--- config.mk ---
export PLATFORM = sky130hd
export DESIGN_NAME = regfile_wb_arbiter_flat
export DESIGN_NICKNAME = d
export VERILOG_FILES = /design/src/rtl/regfile_wb_arbiter_if.sv /design/src/rtl/regfile_wb_arbiter.sv /design/src/flat_wrapper.sv
export SDC_FILE = /design/constraint.sdc
export NUM_CORES = 1
export LEC_CHECK = 0
export ABC_CLOCK_PERIOD_IN_PS = 2700
export CAP_MARGIN = 20
export CORE_AREA = 5 5 102 104
export DETAILED_ROUTE_END_ITERATION = 8
export DIE_AREA = 0 0 107 109
export GPL_TIMING_DRIVEN = 0
export PLACE_DENSITY = 0.89
export SETUP_SLACK_MARGIN = 0.1
export SYNTH_ARGS = -nofsm -noshare
export SYNTH_HDL_FRONTEND = slang
export SYNTH_SLANG_ARGS = --single-unit
export TNS_END_PERCENT = 1
--- constraint.sdc ---
create_clock -name CLK -period 2.7 [get_ports CLK]
set_input_delay 0.27 -clock CLK [delete_from_list [all_inputs] [get_ports CLK]]
set_output_delay 0.27 -clock CLK [all_outputs]
set_load 0.05 [all_outputs]
--- src/rtl/regfile_wb_arbiter_if.sv ---
// Bus bundle between the register-file writeback arbiter and its requesters.
// The forwarding signals exist only when REGARB_FWD_EN is defined.
interface regfile_wb_arbiter_if #(
  parameter int ADDR_W = 5,
  parameter int DATA_W = 32
);
  logic              wb_valid;
  logic [ADDR_W-1:0] wb_rd;
  logic [DATA_W-1:0] wb_data;
  logic              wb_ready;
  logic              md_valid;
  logic [ADDR_W-1:0] md_rd;
  logic [DATA_W-1:0] md_data;
  logic              md_ready;
  logic              issue_valid;
  logic [ADDR_W-1:0] issue_rd;
  logic              dec_valid;
  logic [ADDR_W-1:0] dec_rs1;
  logic [ADDR_W-1:0] dec_rs2;
  logic [ADDR_W-1:0] dec_rd;
  logic              stall;
  logic              rf_write;
  logic [ADDR_W-1:0] rf_addr;
  logic [DATA_W-1:0] rf_data;
  logic              overlap_err;
`ifdef REGARB_FWD_EN
  logic              fwd1_hit;
  logic              fwd2_hit;
  logic [DATA_W-1:0] fwd1_data;
  logic [DATA_W-1:0] fwd2_data;
`endif

  modport slave (
    input  wb_valid, wb_rd, wb_data, md_valid, md_rd, md_data,
    input  issue_valid, issue_rd, dec_valid, dec_rs1, dec_rs2, dec_rd,
`ifdef REGARB_FWD_EN
    output fwd1_hit, fwd2_hit, fwd1_data, fwd2_data,
`endif
    output wb_ready, md_ready, stall, rf_write, rf_addr, rf_data, overlap_err
  );

  modport master (
    output wb_valid, wb_rd, wb_data, md_valid, md_rd, md_data,
    output issue_valid, issue_rd, dec_valid, dec_rs1, dec_rs2, dec_rd,
`ifdef REGARB_FWD_EN
    input  fwd1_hit, fwd2_hit, fwd1_data, fwd2_data,
`endif
    input  wb_ready, md_ready, stall, rf_write, rf_addr, rf_data, overlap_err
  );
endinterface

--- src/rtl/regfile_wb_arbiter.sv ---
// Round-robin owner of the register-file write port (writeback vs mul/div) with a
// mul/div busy scoreboard for decode stalls. Optional forwarding: REGARB_FWD_EN.
module regfile_wb_arbiter #(
  parameter int ADDR_W   = 5,
  parameter int DATA_W   = 32,
  parameter int NUM_REGS = 2**ADDR_W
) (
  input  logic                 CLK,
  input  logic                 RESET,
  regfile_wb_arbiter_if.slave  bus
);
  typedef enum logic {PREF_WB, PREF_MD} pref_t;

  pref_t               state, state_next;
  logic                wb_grant, md_grant;
  logic [NUM_REGS-1:0] busy, busy_next;
  logic                rf_write;
  logic [ADDR_W-1:0]   rf_addr, win_rd;
  logic [DATA_W-1:0]   rf_data, win_data;
  logic                overlap_err;

  always_ff @(posedge CLK or negedge RESET) begin
    if (!RESET) state <= PREF_WB;
    else        state <= state_next;
  end

  always_comb begin
    state_next = state;
    wb_grant   = 1'b0;
    md_grant   = 1'b0;
    unique case (state)
      PREF_WB: begin
        if (bus.wb_valid)      wb_grant = 1'b1;
        else if (bus.md_valid) md_grant = 1'b1;
      end
      PREF_MD: begin
        if (bus.md_valid)      md_grant = 1'b1;
        else if (bus.wb_valid) wb_grant = 1'b1;
      end
    endcase
    if (wb_grant) state_next = PREF_MD;
    if (md_grant) state_next = PREF_WB;
  end

  assign win_rd   = md_grant ? bus.md_rd   : bus.wb_rd;
  assign win_data = md_grant ? bus.md_data : bus.wb_data;

  // Clear before set so an issue to the register being retired keeps it busy.
  always_comb begin
    busy_next = busy;
    if (md_grant) busy_next[bus.md_rd] = 1'b0;
    if (bus.issue_valid && bus.issue_rd != '0) busy_next[bus.issue_rd] = 1'b1;
    busy_next[0] = 1'b0;
  end

  always_ff @(posedge CLK or negedge RESET) begin
    if (!RESET) begin
      busy        <= '0;
      rf_write    <= 1'b0;
      rf_addr     <= '0;
      rf_data     <= '0;
      overlap_err <= 1'b0;
    end else begin
      busy <= busy_next;
      if (bus.issue_valid && bus.issue_rd != '0 && busy[bus.issue_rd])
        overlap_err <= 1'b1;
      // A granted x0 write is consumed but leaves the port idle and address/data held.
      if ((wb_grant || md_grant) && win_rd != '0) begin
        rf_write <= 1'b1;
        rf_addr  <= win_rd;
        rf_data  <= win_data;
      end else begin
        rf_write <= 1'b0;
      end
    end
  end

  assign bus.wb_ready    = wb_grant;
  assign bus.md_ready    = md_grant;
  assign bus.rf_write    = rf_write;
  assign bus.rf_addr     = rf_addr;
  assign bus.rf_data     = rf_data;
  assign bus.overlap_err = overlap_err;
  assign bus.stall       = bus.dec_valid &&
                           (busy[bus.dec_rs1] || busy[bus.dec_rs2] || busy[bus.dec_rd]);

`ifdef REGARB_FWD_EN
  assign bus.fwd1_hit  = rf_write && rf_addr == bus.dec_rs1 && bus.dec_rs1 != '0;
  assign bus.fwd2_hit  = rf_write && rf_addr == bus.dec_rs2 && bus.dec_rs2 != '0;
  assign bus.fwd1_data = bus.fwd1_hit ? rf_data : '0;
  assign bus.fwd2_data = bus.fwd2_hit ? rf_data : '0;
`endif
endmodule

--- src/flat_wrapper.sv ---
// flat-port wrapper written by rule: the top's interface ports become plain ports
module regfile_wb_arbiter_flat 
#(
  parameter int ADDR_W   = 5,
  parameter int DATA_W   = 32,
  parameter int NUM_REGS = 2**ADDR_W
)
  (CLK, RESET, bus_wb_valid, bus_wb_rd, bus_wb_data, bus_md_valid, bus_md_rd, bus_md_data, bus_issue_valid, bus_issue_rd, bus_dec_valid, bus_dec_rs1, bus_dec_rs2, bus_dec_rd, bus_wb_ready, bus_md_ready, bus_stall, bus_rf_write, bus_rf_addr, bus_rf_data, bus_overlap_err);
  regfile_wb_arbiter_if #(.ADDR_W(ADDR_W), .DATA_W(DATA_W)) bus_i ();
  input  logic CLK;
  input  logic RESET;
  input wire logic [$bits(bus_i.wb_valid)-1:0] bus_wb_valid;
  input wire logic [$bits(bus_i.wb_rd)-1:0] bus_wb_rd;
  input wire logic [$bits(bus_i.wb_data)-1:0] bus_wb_data;
  input wire logic [$bits(bus_i.md_valid)-1:0] bus_md_valid;
  input wire logic [$bits(bus_i.md_rd)-1:0] bus_md_rd;
  input wire logic [$bits(bus_i.md_data)-1:0] bus_md_data;
  input wire logic [$bits(bus_i.issue_valid)-1:0] bus_issue_valid;
  input wire logic [$bits(bus_i.issue_rd)-1:0] bus_issue_rd;
  input wire logic [$bits(bus_i.dec_valid)-1:0] bus_dec_valid;
  input wire logic [$bits(bus_i.dec_rs1)-1:0] bus_dec_rs1;
  input wire logic [$bits(bus_i.dec_rs2)-1:0] bus_dec_rs2;
  input wire logic [$bits(bus_i.dec_rd)-1:0] bus_dec_rd;
  output wire logic [$bits(bus_i.wb_ready)-1:0] bus_wb_ready;
  output wire logic [$bits(bus_i.md_ready)-1:0] bus_md_ready;
  output wire logic [$bits(bus_i.stall)-1:0] bus_stall;
  output wire logic [$bits(bus_i.rf_write)-1:0] bus_rf_write;
  output wire logic [$bits(bus_i.rf_addr)-1:0] bus_rf_addr;
  output wire logic [$bits(bus_i.rf_data)-1:0] bus_rf_data;
  output wire logic [$bits(bus_i.overlap_err)-1:0] bus_overlap_err;
  assign bus_i.wb_valid = bus_wb_valid;
  assign bus_i.wb_rd = bus_wb_rd;
  assign bus_i.wb_data = bus_wb_data;
  assign bus_i.md_valid = bus_md_valid;
  assign bus_i.md_rd = bus_md_rd;
  assign bus_i.md_data = bus_md_data;
  assign bus_i.issue_valid = bus_issue_valid;
  assign bus_i.issue_rd = bus_issue_rd;
  assign bus_i.dec_valid = bus_dec_valid;
  assign bus_i.dec_rs1 = bus_dec_rs1;
  assign bus_i.dec_rs2 = bus_dec_rs2;
  assign bus_i.dec_rd = bus_dec_rd;
  assign bus_wb_ready = bus_i.wb_ready;
  assign bus_md_ready = bus_i.md_ready;
  assign bus_stall = bus_i.stall;
  assign bus_rf_write = bus_i.rf_write;
  assign bus_rf_addr = bus_i.rf_addr;
  assign bus_rf_data = bus_i.rf_data;
  assign bus_overlap_err = bus_i.overlap_err;
  regfile_wb_arbiter #(.ADDR_W(ADDR_W), .DATA_W(DATA_W), .NUM_REGS(NUM_REGS)) u_core (.CLK(CLK), .RESET(RESET), .bus(bus_i));
endmodule
Word-level counts from Yosys, hierarchy flattened
Cells that the tools add are included.
Storage, ports and cells
  word-level logic and storage cells: 54
  bits in registers: 71
  output and inout bits: 42
  input bits: 100
Cells by class
  magnitude comparators: 7
  reduce and logical (&&, ||, !) cells: 12
  bitwise logic cells: 4
  muxes and demuxes: 25
Operators with widths (number)
  $mux 32: 3
  $and 32x32->32: 1
  $not 32->32: 1
  $or 32x32->32: 1
  $lt 5x6->1 const B: 5
  $bmux 1 s5: 4
  $mux 1: 13
  $demux 1 s5: 2
  $ge 5x1->1 const B: 2
  $reduce_bool 5->1: 2
  $logic_and 1x1->1: 6
  $mux 5: 1
  $pmux 1 s2: 2
  $logic_or 1x1->1: 3
  $reduce_bool 2->1: 1
  $not 1->1: 1

Depth between registers and ports, before layout
  depth in word-level cells: 9
  mapped depth: 8
  mapped depth without buffers: 5

Least setup slack after synthesis
No wires, ideal clock.
  path kind: reg2reg
  start: reg u_core.state
  end: reg u_core.rf_data[23], in the netlist u_core.bus.rf_data[23]
  stages on the path, launching flop included: 8
  slack: -16 ps
  setup time: 82 ps
  required time: 2618 ps
  arrival time: 2634 ps
  path buffers: 2
  clock period less this slack: 2716 ps
  cells stage by stage: dfrtp_1 -> a21boi_0 -> o21ai_1 -> o21ai_1 -> clkbuf_1 -> clkbuf_1 -> nor2_1 -> a31oi_1
Between the ends
  elaborated cells on any way between the ends: 8
  those cells by class: mux (4); bitwise (1); reduce/logical (3)
RTL lines
  start: declaration: RTL line regfile_wb_arbiter.sv:14  | pref_t state, state_next;
  start signal: assignment: RTL line regfile_wb_arbiter.sv:24  | else state <= state_next;
  $not 1->1: RTL line regfile_wb_arbiter.sv:31  | unique case (state)
  $pmux 1 s2 (*): RTL line regfile_wb_arbiter.sv:31
  named net bus_wb_ready: RTL line flat_wrapper.sv:24  | output wire logic [$bits(bus_i.wb_ready)-1:0] bus_wb_ready;
  $logic_or 1x1->1 (*): RTL line regfile_wb_arbiter.sv:68  | if ((wb_grant || md_grant) && win_rd != '0) begin
  $logic_and 1x1->1 (*): RTL line regfile_wb_arbiter.sv:68
  end signal: assignment: RTL line regfile_wb_arbiter.sv:71  | rf_data <= win_data;
  end: declaration: RTL line regfile_wb_arbiter.sv:19  | logic [DATA_W-1:0] rf_data, win_data;
The timed path passes the listed nets; every way through them passes the cells marked *.
A chain may end at the register's enable or synchronous reset.

Worst setup path after layout
  start: reg u_core.busy[15]
  end: out bus_stall
Between the ends
  word-level cells in the longest chain between the ends: 5
  elaborated cells on any way between the ends: 9
  those cells by class: mux (6); reduce/logical (3)
Ends and longest elaborated chain
  start: declaration: RTL line regfile_wb_arbiter.sv:16  | logic [NUM_REGS-1:0] busy, busy_next;
  start signal: assignment: RTL line regfile_wb_arbiter.sv:64  | busy <= busy_next;
  $bmux 1 s5: RTL line regfile_wb_arbiter.sv:85  | (busy[bus.dec_rs1] || busy[bus.dec_rs2] || busy[bus.dec_rd]);
  $mux 1 (implied by the code): RTL line regfile_wb_arbiter.sv:85
  $logic_or 1x1->1: RTL line regfile_wb_arbiter.sv:85
  $logic_or 1x1->1 (*): RTL line regfile_wb_arbiter.sv:85
  $logic_and 1x1->1 (*): RTL line regfile_wb_arbiter.sv:84  | assign bus.stall = bus.dec_valid &&
  end: declaration: RTL line flat_wrapper.sv:26  | output wire logic [$bits(bus_i.stall)-1:0] bus_stall;
Mark *: on every way between the ends. The rest lies on a longest branch, timed or not. The select of a mux whose other input is x is not followed.

==> impl_summary.txt <==
----------------------------------------------------
[STA]
  Final hold viol count ... 0
  Worst clock skew ... a little under 0.01 ns
  Worst Hold Margin ... 0.0247 ns
  Slew headroom ... 34.2%
  Post-route setup slack ... 0.222 ns
  Count of endpoints failing setup in the final report ... 0
  Final worst-path cycle share ... roughly nine tenths
  Maximum frequency from static timing analysis ... 404 MHz
  Slew at the pin closest to its max-slew limit ... 0.985 ns
  Unrepaired setup endpoints after global routing ... yes
  Number of max-slew violations in the final report ... 0
  Final TNS setup ... 0 ns
  Final critical-path required period ... 2.48 ns

[CTS]
  Number of clock sinks ... 71
  CTS root buffer ... sky130_fd_sc_hd__clkbuf_8
  Reg clk slew, reported paths ... 0.08 ns
  CTS Buf Count ... 9
  Clock latency at the later pin of the worst-skew pair ... around 0.36 ns
  Count of hold buffers inserted by post-cts repair ... 0
  CTS H-tree lvls ... 3
  Max clock buf depth ... 2
  Clock tree from TritonCTS ... yes
  Number of setup buffers added after CTS ... 0

[Global routing]
  Total track usage ... 24.7%
  Wire length of the first global-routing pass ... 22200 um
  Number of global-route vias before repair ... 4354
  Largest net degree at the start of global routing ... 72
  Fraction of met2 tracks used by global routing ... a little over two fifths
  Overflow left after global routing ... 0
  Fraction of met1 tracks used by global routing ... 28.3%
  GRT Max-Usage Layer ... met2
  GR Util met3 ... 10.7%
  Antenna violations before repair ... 0

[Min path]
  Worst hold-check path type ... primary input to async pin

[Synthesis]
  FF+latch count, synth ... 71
  Post-synthesis instance area ... 4290 um^2
  Number of library cell types mapped by synthesis ... 39
  Number of synthesized flops with an enable pin ... 0
  Average instance area after synthesis ... 9.83 um^2
  Ys Warns ... 0
  Share of the synthesized area in the top cell type ... 41.4%
  Async set or reset register ratio after synthesis ... 100%
  Prevailing post-synth register cell ... sky130_fd_sc_hd__dfrtp_1
  Most used standard cell by instance count after synthesis ... sky130_fd_sc_hd__nand2_1
  Largest cells by area after synthesis ... sky130_fd_sc_hd__dfrtp_1 41%, sky130_fd_sc_hd__mux4_2 14%, sky130_fd_sc_hd__nand2_1 9.2%
  Leading post-synthesis cells by instance count ... 105 x sky130_fd_sc_hd__nand2_1, 71 x sky130_fd_sc_hd__dfrtp_1, 45 x sky130_fd_sc_hd__nor2_1
  Post-synthesis instance total ... approximately 440
  Fraction of the yosys area taken by sequential cells ... about two fifths
  Biggest area consumer among synthesized cells ... sky130_fd_sc_hd__dfrtp_1
  Post-synth net total ... 536

[Drt]
  Total number of vias ... between 4000 and 5000
  Total iterations of the first detailed-routing run ... 5
  Detail-routed via count per cell ... 5.93
  Post-route ant nets ... 0
  Number of DRC violations after detailed routing ... 0
  Number of DRC violations after detailed-routing iteration 0 ... roughly 340
  Post-Route WL ... roughly 14000 um
  Wire length per cell ... 20.0 um

[Run]
  Maxcap violations ... 0

[Worst setup path]
  Crit-path max cell delay ... 0.48 ns
  Crit path depth ... 6
  Cells along the critical path ... mux4_2, nand3b_1, o21ai_1, a2111oi_0, a31oi_1, buf_2
  Worst Path Max Fanout ... 5
  Data arrival time of the worst path ... 2.21 ns
  Crit path max-delay family ... compound AO/OA/AOI/OAI gates
  Category of the critical setup timing path ... register to output port
  WP data required ... 2.43 ns
  Sum of buffers and inverters on the critical path ... 1
  Crit. End Element ... output port
  Depth of the worst register-to-register path ... 7
  Startpoint class of the critical path ... register
  Library cell contributing the largest single delay on the critical path ... sky130_fd_sc_hd__mux4_2

[Cells and area]
  Filler Cell Count ... 774
  Final Cell Area ... 5860 um^2
  Area growth from synthesis to final layout ... 36.7%
  Ant diodes ... 0
  NumNets Final ... 673
  Share of cells above drive strength 1 ... under 10%

[Pwr]
  Switching portion of total power ... 38.6%
  Sequential cell fraction of total power ... 39.5%
  Clk pwr share ... 20.2%
  Total design power ... 0.00387 W
  Leakage power figure ... 2.33 nW
  Ratio of total power to cell area ... ~660 nW/um^2
  Relative contribution of combinational cells to total power ... 40.3%
  Power spent charging and discharging nets ... around 0.0015 W
  Internal Power ... 0.00238 W
  IR Drop Worst-Case VDD ... 0.581 mV

[Floorplanning]
  I/O pin count ... 142
  Number of core rows ... 36
  Width of the die ... 107 um
  Core region area ... 9460 um^2
  Die Y-Extent ... 109 um
  Die area ... between 10000 and 15000 um^2
  Initial core utilization ... 45.3%

[Placed design]
  HPWL reported at the end of detailed placement ... ~11000 um
  Setup slack at placement ... -0.304 ns
  Placed instance area ... 5690 um^2
  IO Port Bufs ... roughly 130
  Placer's final routability congestion estimate ... 0.945

[Status]
  Outcome ... finished, final reports clean

----------------------------------------------------
## area by class of cell
class	instances	area, um^2	share of cell area [%]
multi-input cells	328	2350	40.1
flip-flops and latches	71	1780	30.3
repair buffers	126	1250	21.4
clock buffers	13	159	2.71
plain buffers	34	149	2.54
well taps	114	143	2.43
clock inverters	3	17.5	0.299
inverters	3	11.3	0.192
## flip-flops by register name, summed over array words and instances, names as in the netlist
name	cells
u_core.bus.overlap_err	1
u_core.state	1
u_core.bus.rf_data	32
u_core.bus.rf_write	1
u_core.bus.rf_addr	5
u_core.busy	31
## cell usage in the layout, fill, tap and decap left out, drive strengths merged
cell           netlist  final
mux2                 3      3
nand2              105    105
a22o                 9      9
mux2i               19     19
a21o                 1      1
o21ai                6      6
and3b                3      3
nand2b               6      6
nor2b                4      4
buf                  5      7
clkinv               0      2
a2111oi              3      3
or2                  2      2
nand4                1      1
inv                  3      3
o31ai                1      1
dlymetal6s2s         0      1
a32o                 5      5
a21boi               1      1
a31oi               33     33
a31o                 1      1
o41ai                1      1
dfrtp               71     71
nand3                4      4
nand3b               5      5
nor3b                8      8
o2bb2ai             15     15
a21oi                7      7
clkinvlp             0      1
or4                  1      1
clkdlybuf4s50        0    122
mux4                30     30
nor2                45     45
nor3                 8      8
clkbuf              29     43
o22ai                1      1
## power groups by stage
stage | logic [W] | clock network [W] | registers (W)
after floorplan | 0.000660 | 0 | 0.00182
after global placement | 0.00153 | 0 | 0.00151
after detailed placement | 0.00156 | 0 | 0.00153
after CTS | 0.00157 | 0.000787 | 0.00152
after global routing | 0.00166 | 0.000836 | 0.00156
final | 0.00156 | 0.000781 | 0.00153
## worst register-to-register path: cells and delay by family, from the launching register on
family / cells / cell delay (ns)
AO/OA/AOI/OAI: 2 / 0.53
buffers and inverters: 2 / 0.81
flip-flops: 1 / 0.37
AND/OR/NAND/NOR: 3 / 0.39
## metal layers
metal / routed length (um) / up-vias / share of wire, %
met5: 0 / - / 0
met3: 1520 / 29 / 11
met2: 6890 / 198 / 50
met1: 5130 / 1996 / 37
met4: 268 / 0 / 1.9
li1: - / 1878 / -
## final timing paths
path                                         from                      to  slack (ns)
max in group asynchronous                   RESET  u_core.bus.rf_data[12]        2.05
setup / recovery                  u_core.busy[15]               bus_stall        0.22
setup reg to reg                     u_core.state  u_core.bus.rf_data[24]        0.53
hold reg to reg            u_core.bus.overlap_err  u_core.bus.overlap_err        0.46
hold / removal                              RESET   u_core.bus.rf_data[6]        0.02
min in group CLK                     bus_md_rd[0]         u_core.busy[29]        0.38
## metrics by stage
step	util, %	instances
floorplan	-	436
global placement	60.2	676
detailed placement	60.1	676
CTS	62.0	692
global route	61.9	692
finish	61.9	692
## kinds of logic (layout without fill, tap and decap cells)
family / after synthesis / count (layout) / synth area share, %
muxes: 52 / 52 / 21.2
buffers and inverters: 37 / 179 / 3.71
and+or+nand+nor: 192 / 192 / 19.5
DFF: 71 / 71 / 41.4
AOI/OAI and AO/OA: 84 / 84 / 14.1
## what timing repair did
action	CTS	global route
endpoints found under the setup margin	2	2
resized for setup	3	7
cloned	0	0
Power figures use the tool's default switching activity.
